===== src/rtl/ifu_pkg.sv =====
// -----------------------------------------------------------------------------
// ifu_pkg
// Shared types and constants for the burst-prefetching instruction fetch unit.
//   - reset PC constants for the NPC and SoC builds
//   - AXI4 encodings used by the fetch master (INCR burst, 4-byte beats, OKAY)
//   - fetch_entry_t: one prefetched instruction {pc, inst, err}
//   - ifu_state_t:   fetch FSM states
//   - burst_beats(): beats left until the next BURST_LEN*4-byte boundary
// -----------------------------------------------------------------------------
package ifu_pkg;

    localparam logic [31:0] RESET_PC_NPC   = 32'h8000_0000;
    localparam logic [31:0] RESET_PC_SOC   = 32'h3000_0000;

    localparam logic [1:0]  AXI_BURST_INCR = 2'b01;
    localparam logic [2:0]  AXI_SIZE_4B    = 3'b010;
    localparam logic [1:0]  RESP_OKAY      = 2'b00;

    typedef struct packed {
        logic [31:0] pc;
        logic [31:0] inst;
        logic        err;
    } fetch_entry_t;

    typedef enum logic [1:0] {
        IDLE,
        AR,
        R,
        DRAIN
    } ifu_state_t;

    // A burst starting at pc stops at the next aligned burst boundary, so a
    // burst never crosses a 4KB page either.
    function automatic int unsigned burst_beats(input logic [31:0] pc,
                                                input int unsigned burst_len);
        return burst_len - ((pc >> 2) & (burst_len - 1));
    endfunction

endpackage


===== src/rtl/ifu_fifo.sv =====
// -----------------------------------------------------------------------------
// ifu_fifo
// In-order prefetch FIFO of fetch_entry_t. Head is read combinationally from
// the storage array, so an entry is visible the cycle after it is pushed.
// Ports:
//   clk, rst     clock, synchronous active-high reset
//   flush        drop all entries this edge (wins over push/pop)
//   push, push_data   write one entry at the tail
//   pop          remove the head entry (ignored when empty)
//   head         current head entry
//   count        number of stored entries (one extra bit so DEPTH fits)
//   empty        count == 0
// -----------------------------------------------------------------------------
module ifu_fifo
    import ifu_pkg::*;
#(
    parameter int DEPTH = 8,
    parameter int CNT_W = $clog2(DEPTH) + 1
) (
    input  logic             clk,
    input  logic             rst,
    input  logic             flush,
    input  logic             push,
    input  fetch_entry_t     push_data,
    input  logic             pop,
    output fetch_entry_t     head,
    output logic [CNT_W-1:0] count,
    output logic             empty
);

    localparam int PTR_W = (DEPTH > 1) ? $clog2(DEPTH) : 1;

    fetch_entry_t     mem_reg [DEPTH];
    logic [PTR_W-1:0] wr_ptr_reg;
    logic [PTR_W-1:0] rd_ptr_reg;
    logic [CNT_W-1:0] count_reg;
    logic             full;
    logic             do_push;
    logic             do_pop;

    function automatic logic [PTR_W-1:0] ptr_inc(input logic [PTR_W-1:0] p);
        if (p == PTR_W'(DEPTH - 1)) begin
            return '0;
        end
        return p + 1'b1;
    endfunction

    assign empty   = (count_reg == '0);
    assign full    = (count_reg == CNT_W'(DEPTH));
    assign count   = count_reg;
    assign head    = mem_reg[rd_ptr_reg];
    assign do_push = push && !flush;
    assign do_pop  = pop && !flush && !empty;

    always_ff @(posedge clk) begin
        if (rst || flush) begin
            wr_ptr_reg <= '0;
            rd_ptr_reg <= '0;
            count_reg  <= '0;
        end else begin
            if (do_push) begin
                wr_ptr_reg <= ptr_inc(wr_ptr_reg);
            end
            if (do_pop) begin
                rd_ptr_reg <= ptr_inc(rd_ptr_reg);
            end
            case ({do_push, do_pop})
                2'b10:   count_reg <= count_reg + 1'b1;
                2'b01:   count_reg <= count_reg - 1'b1;
                default: count_reg <= count_reg;
            endcase
        end
    end

    // Storage is not reset; validity is tracked by the pointers alone.
    always_ff @(posedge clk) begin
        if (do_push) begin
            mem_reg[wr_ptr_reg] <= push_data;
        end
    end

`ifndef SYNTHESIS
    // Space is reserved before a burst is requested, so a push into a full
    // FIFO means the reservation bookkeeping is broken.
    a_no_push_when_full: assert property (@(posedge clk) disable iff (rst)
        !(push && !flush && full));
`endif

endmodule


===== src/rtl/ifu_burst_prefetch.sv =====
// -----------------------------------------------------------------------------
// ifu_burst_prefetch
// Instruction fetch front-end: AXI4 read master issuing aligned INCR bursts
// over sequential PCs, filling an in-order prefetch FIFO that feeds the IDU.
// Ports:
//   clk, rst                   clock, synchronous active-high reset
//   redirect_valid/redirect_pc flush and restart fetch at a new PC
//   out_valid/out_ready        FIFO head handshake to the IDU
//   out_pc/out_inst/out_err    head entry (err = beat had rresp != OKAY)
//   arvalid/arready, araddr, arid, arlen, arsize, arburst   AXI AR channel
//   rvalid/rready, rdata, rresp, rlast, rid                 AXI R channel
// -----------------------------------------------------------------------------
module ifu_burst_prefetch
    import ifu_pkg::*;
#(
    parameter logic [31:0] RESET_PC   = RESET_PC_NPC,
    parameter int          BURST_LEN  = 4,
    parameter int          FIFO_DEPTH = 8,
    parameter logic [3:0]  AXI_ID     = 4'd0
) (
    input  logic        clk,
    input  logic        rst,
    input  logic        redirect_valid,
    input  logic [31:0] redirect_pc,
    output logic        out_valid,
    input  logic        out_ready,
    output logic [31:0] out_pc,
    output logic [31:0] out_inst,
    output logic        out_err,
    output logic        arvalid,
    input  logic        arready,
    output logic [31:0] araddr,
    output logic [3:0]  arid,
    output logic [7:0]  arlen,
    output logic [2:0]  arsize,
    output logic [1:0]  arburst,
    input  logic        rvalid,
    output logic        rready,
    input  logic [31:0] rdata,
    input  logic [1:0]  rresp,
    input  logic        rlast,
    input  logic [3:0]  rid
);

    localparam int CNT_W = $clog2(FIFO_DEPTH) + 1;

    ifu_state_t       state_reg, state_next;
    logic [31:0]      fetch_pc_reg, fetch_pc_next;   // next PC to request
    logic [31:0]      araddr_reg, araddr_next;
    logic [7:0]       arlen_reg, arlen_next;
    logic [31:0]      beat_pc_reg, beat_pc_next;     // PC of the next R beat
    logic [CNT_W-1:0] reserved_reg, reserved_next;   // beats requested, not yet pushed
    logic             halted_reg, halted_next;
    logic             err_seen_reg, err_seen_next;
    logic             ar_killed_reg, ar_killed_next; // redirect arrived while in AR

    logic [CNT_W-1:0] fifo_count;
    logic             fifo_empty;
    logic             fifo_push;
    logic             fifo_pop;
    fetch_entry_t     fifo_head;
    fetch_entry_t     push_entry;

    logic [CNT_W-1:0] beats_now;
    logic [CNT_W-1:0] free_slots;
    logic             beat_err;

    // Single ID and at most one outstanding burst, so rid carries no information.
    logic unused_rid;
    assign unused_rid = ^rid;

    assign beats_now  = CNT_W'(burst_beats(fetch_pc_reg, BURST_LEN));
    assign free_slots = CNT_W'(FIFO_DEPTH) - fifo_count - reserved_reg;
    assign beat_err   = (rresp != RESP_OKAY);

    // A beat coinciding with a redirect belongs to the old stream: drop it.
    assign fifo_push  = (state_reg == R) && rvalid && !redirect_valid;
    assign fifo_pop   = out_valid && out_ready && !redirect_valid;
    assign push_entry = '{pc: beat_pc_reg, inst: rdata, err: beat_err};

    ifu_fifo #(
        .DEPTH (FIFO_DEPTH),
        .CNT_W (CNT_W)
    ) u_fifo (
        .clk       (clk),
        .rst       (rst),
        .flush     (redirect_valid),
        .push      (fifo_push),
        .push_data (push_entry),
        .pop       (fifo_pop),
        .head      (fifo_head),
        .count     (fifo_count),
        .empty     (fifo_empty)
    );

    always_comb begin
        state_next     = state_reg;
        fetch_pc_next  = fetch_pc_reg;
        araddr_next    = araddr_reg;
        arlen_next     = arlen_reg;
        beat_pc_next   = beat_pc_reg;
        reserved_next  = reserved_reg;
        halted_next    = halted_reg;
        err_seen_next  = err_seen_reg;
        ar_killed_next = ar_killed_reg;

        unique case (state_reg)
            IDLE: begin
                if (!redirect_valid && !halted_reg && free_slots >= beats_now) begin
                    state_next     = AR;
                    araddr_next    = fetch_pc_reg;
                    arlen_next     = 8'(beats_now - 1'b1);
                    beat_pc_next   = fetch_pc_reg;
                    fetch_pc_next  = fetch_pc_reg + (32'(beats_now) << 2);
                    reserved_next  = beats_now;
                    err_seen_next  = 1'b0;
                    ar_killed_next = 1'b0;
                end
            end
            AR: begin
                // The request cannot be withdrawn once valid; remember to drain it.
                if (redirect_valid) begin
                    ar_killed_next = 1'b1;
                end
                if (arready) begin
                    state_next = (ar_killed_reg || redirect_valid) ? DRAIN : R;
                end
            end
            R: begin
                if (rvalid && !redirect_valid) begin
                    beat_pc_next  = beat_pc_reg + 32'd4;
                    reserved_next = reserved_reg - 1'b1;
                    if (beat_err) begin
                        err_seen_next = 1'b1;
                    end
                end
                if (rvalid && rlast) begin
                    state_next    = IDLE;
                    reserved_next = '0;
                    halted_next   = err_seen_reg || beat_err;
                end else if (redirect_valid) begin
                    state_next = DRAIN;
                end
            end
            DRAIN: begin
                if (rvalid && rlast) begin
                    state_next = IDLE;
                end
            end
            default: state_next = IDLE;
        endcase

        // Redirect overrides everything; the latest one wins.
        if (redirect_valid) begin
            fetch_pc_next = redirect_pc;
            halted_next   = 1'b0;
            err_seen_next = 1'b0;
            reserved_next = '0;
        end
    end

    always_ff @(posedge clk) begin
        if (rst) begin
            state_reg     <= IDLE;
            fetch_pc_reg  <= RESET_PC;
            araddr_reg    <= '0;
            arlen_reg     <= '0;
            beat_pc_reg   <= '0;
            reserved_reg  <= '0;
            halted_reg    <= 1'b0;
            err_seen_reg  <= 1'b0;
            ar_killed_reg <= 1'b0;
        end else begin
            state_reg     <= state_next;
            fetch_pc_reg  <= fetch_pc_next;
            araddr_reg    <= araddr_next;
            arlen_reg     <= arlen_next;
            beat_pc_reg   <= beat_pc_next;
            reserved_reg  <= reserved_next;
            halted_reg    <= halted_next;
            err_seen_reg  <= err_seen_next;
            ar_killed_reg <= ar_killed_next;
        end
    end

    assign arvalid   = (state_reg == AR);
    assign araddr    = araddr_reg;
    assign arlen     = arlen_reg;
    assign arid      = AXI_ID;
    assign arsize    = AXI_SIZE_4B;
    assign arburst   = AXI_BURST_INCR;
    assign rready    = (state_reg == R) || (state_reg == DRAIN);

    assign out_valid = !fifo_empty;
    assign out_pc    = fifo_head.pc;
    assign out_inst  = fifo_head.inst;
    assign out_err   = fifo_head.err;

endmodule

===== config.mk =====
export PLATFORM = sky130hd
export DESIGN_NAME = ifu_burst_prefetch
export DESIGN_NICKNAME = d
export VERILOG_FILES = /design/src/rtl/ifu_pkg.sv /design/src/rtl/ifu_fifo.sv /design/src/rtl/ifu_burst_prefetch.sv
export SDC_FILE = /design/constraint.sdc
export NUM_CORES = 1
export LEC_CHECK = 0
export ABC_CLOCK_PERIOD_IN_PS = 16420
export CORE_MARGIN = 8
export CORE_UTILIZATION = 45
export DETAILED_ROUTE_END_ITERATION = 8
export PLACE_DENSITY_LB_ADDON = 0.3
export SLEW_MARGIN = 30
export SYNTH_ARGS = -nofsm -noshare
export SYNTH_HDL_FRONTEND = slang
export SYNTH_SLANG_ARGS = --single-unit

===== constraint.sdc =====
create_clock -name clk -period 16.42 [get_ports clk]
set_input_delay 4.105 -clock clk [delete_from_list [all_inputs] [get_ports clk]]
set_output_delay 4.105 -clock clk [all_outputs]
set_load 0.02 [all_outputs]

==> impl_metrics.tcl <==
set metrics [dict create \
    clock_path_buffers 3 \
    async_flop_share_pct 0 \
    drtPass1Iterations 5 \
    num_vias 14500 \
    fin_ws_ns 8.04 \
    setup_viol 0 \
    cap_viol_max_count 0 \
    avgViaCountPerCell 5.69 \
    start_util_pct 45.2 \
    path_clk_slew_ns 0.06 \
    grt_pass1_wl_um 89400 \
    fp.dieArea_um2 65600 \
    overflow 0 \
    met1Wirelength_um 25100 \
    yosys_most_used_dff "edfxtp_1" \
    synth_top_area_share_pct 60.2 \
    syn_avg_cell_area_um2 16.6 \
    layout.cells.non_filler 2549 \
    cellLeakagePower_nw 9.71 \
    cp-end-kind "output port" \
    dp_slack_ns 8.22 \
    vdd_drop_max_mv 0.0769 \
    clk_latency_ns 0.60 \
    finalInstanceArea_um2 30700 \
    drv_slew 0 \
    power.density_nw_per_um2 115 \
    hold_viol 0 \
    wirelength_um 57600 \
    gp_congestion 0.796 \
    synth_area_leaders "edfxtp_1, mux4_2, dfxtp_1" \
    arrival_ns 4.28 \
    cpPeakStageDelay_ns 0.84 \
    place_inst 2428 \
    post-cts-setup-buffers 0 \
    synth_seq_area_share_pct 69.6 \
    startpoint_type "flop" \
    status "complete, no violations" \
    crit_top_cell "buf_6" \
    holdWs_ns 0.458 \
    final.fill_count 4538 \
    antenna_left 0 \
    synthCells 1559 \
    drive_gt1_share_pct 19.8 \
    post-route-min-period_ns 8.38 \
    place_hpwl_um 33800 \
    numCtsBuffers 67 \
    cp_cell_sequence "buf_6 > buf_6 > mux4_2 > mux2_2 > clkdlybuf4s50_1" \
    fin_setup_tns_ns 0 \
    path_class "reg -> out" \
    slowest_stage "dfxtp_4" \
    final_util_pct 53.5 \
    grt_use_total_pct 17.3 \
    cts_htree_levels 3 \
    grt_max_degree 67 \
    yosysWarnings 0 \
    drc 0 \
    ys_ff_latch 642 \
    top_layer "met4" \
    core_um2 57400 \
    synth_edf_count 520 \
    antenna_found_initial 0 \
    portBuffers 179 \
    wl_per_cell_um 22.6 \
    total_power_mw 3.53 \
    cts_hold_buf 0 \
    die_h_um 256 \
    num_rows 88 \
    layout_common_cells "edfxtp_1, clkdlybuf4s50_1, mux4_2" \
    largest_reg_flops 520 \
    required_ns 12.31 \
    area_growth_pct 18.4 \
    rsz0062_at_grt "false" \
    final_common_cell "edfxtp_1" \
    ctsRootBufferMaster "clkbuf_16" \
    grt_pass1_vias 15100 \
    path_max_fanout 51 \
    place_area_um2 28600 \
    die_width_um 256 \
    fmax_mhz 119 \
    clock-sinks 642 \
    yosysUniqueCellTypes 69 \
    cts_tree "yes" \
    pin_count 194 \
    reg2reg_slack_ns 11.96 \
    hp-class "reg -> reg" \
    met2_length_um 28300 \
    cts_resized 0 \
    wl_met3_um 3320 \
    tightest_slew_ns 0.931 \
    finalClockSkew_ns 0.0272 \
    slew_headroom_pct 37.9 \
    fin_crit_sh_pct 51.1 \
    nets 1830 \
    syn-cell-area_um2 25900 \
    first_iter_violations 1101 \
    yosysTopAreaCell "edfxtp_1" \
]
==> final cells by class <==
class                   count  area, um^2  area share (%)
inverters                  35         131           0.428
repair buffers            209        2060            6.71
flip-flops and latches    642       18100            58.8
well taps                 765         957            3.12
clock buffers              86        1840            5.98
multi-input cells         777        7360            24.0
diodes                      1        2.50         0.00815
clock inverters            34         297           0.965
==> path summary, 6_finish.rpt <==
check,start,to,depth (start not counted)
hold / removal,araddr[0],araddr[0],2
setup reg to reg,state_reg[1],u_fifo.mem_reg[3][36],7
setup / recovery,flop,out_pc[13],5
hold reg to reg,araddr[0],araddr[0],2
==> cell families (layout without fill, tap and decap cells) <==
| kind of cell | after synthesis | count (layout) | synth area share (%) |
|---|---|---|---|
| other cells | 2 | 11 | 0.0289 |
| flops | 642 | 642 | 69.6 |
| fa+ha+maj | 21 | 21 | 1.07 |
| buf+inv | 148 | 364 | 2.46 |
| xor+xnor | 16 | 16 | 0.569 |
| mux | 200 | 200 | 14.3 |
| compound gates | 226 | 226 | 6.27 |
| simple gates | 304 | 304 | 5.71 |
==> metal layers <==
| layer | global-route usage (%) | up-vias |
|---|---|---|
| met5 | 0 | - |
| met4 | 4.93 | 0 |
| met3 | 3.31 | 67 |
| met2 | 29.0 | 458 |
| met1 | 22.9 | 7393 |
| li1 | - | 6576 |
==> cell usage after synthesis, types with 6 or more instances <==
cell type	count
xnor2_1	11
a211oi_1	15
buf_2	21
edfxtp_1	520
a21o_1	6
inv_1	34
nand4_1	17
nor2_1	53
mux4_2	130
a22oi_1	11
a21oi_1	70
a2111oi_0	11
o32ai_1	9
nand3_1	20
a221oi_1	11
clkbuf_1	68
nand2_1	120
or3_1	9
nor3_1	18
o31ai_1	6
and3_1	13
dfxtp_1	122
o22ai_1	7
or4_1	11
nor4_1	8
buf_4	13
mux2_2	65
o31a_1	6
buf_1	9
and2_1	6
ha_1	19
a311oi_1	14
and4_1	12
o21ai_0	24
==> power breakdown <==
| group | total (mW) | internal [mW] | switching, mW |
|---|---|---|---|
| Combinational | 0.213 | 0.0833 | 0.130 |
| Clock | 1.47 | 0.857 | 0.612 |
| Sequential | 1.85 | 1.80 | 0.0514 |
| Total | 3.53 | 2.74 | 0.793 |
==> worst max-delay path: cells and delay by family, from the launching register on <==
kind	cells	cell delay, ns
buffers and inverters	3	1.87
multiplexers	2	0.86
flip-flops	1	0.84
Note: power is estimated with default switching activity, not from simulation.
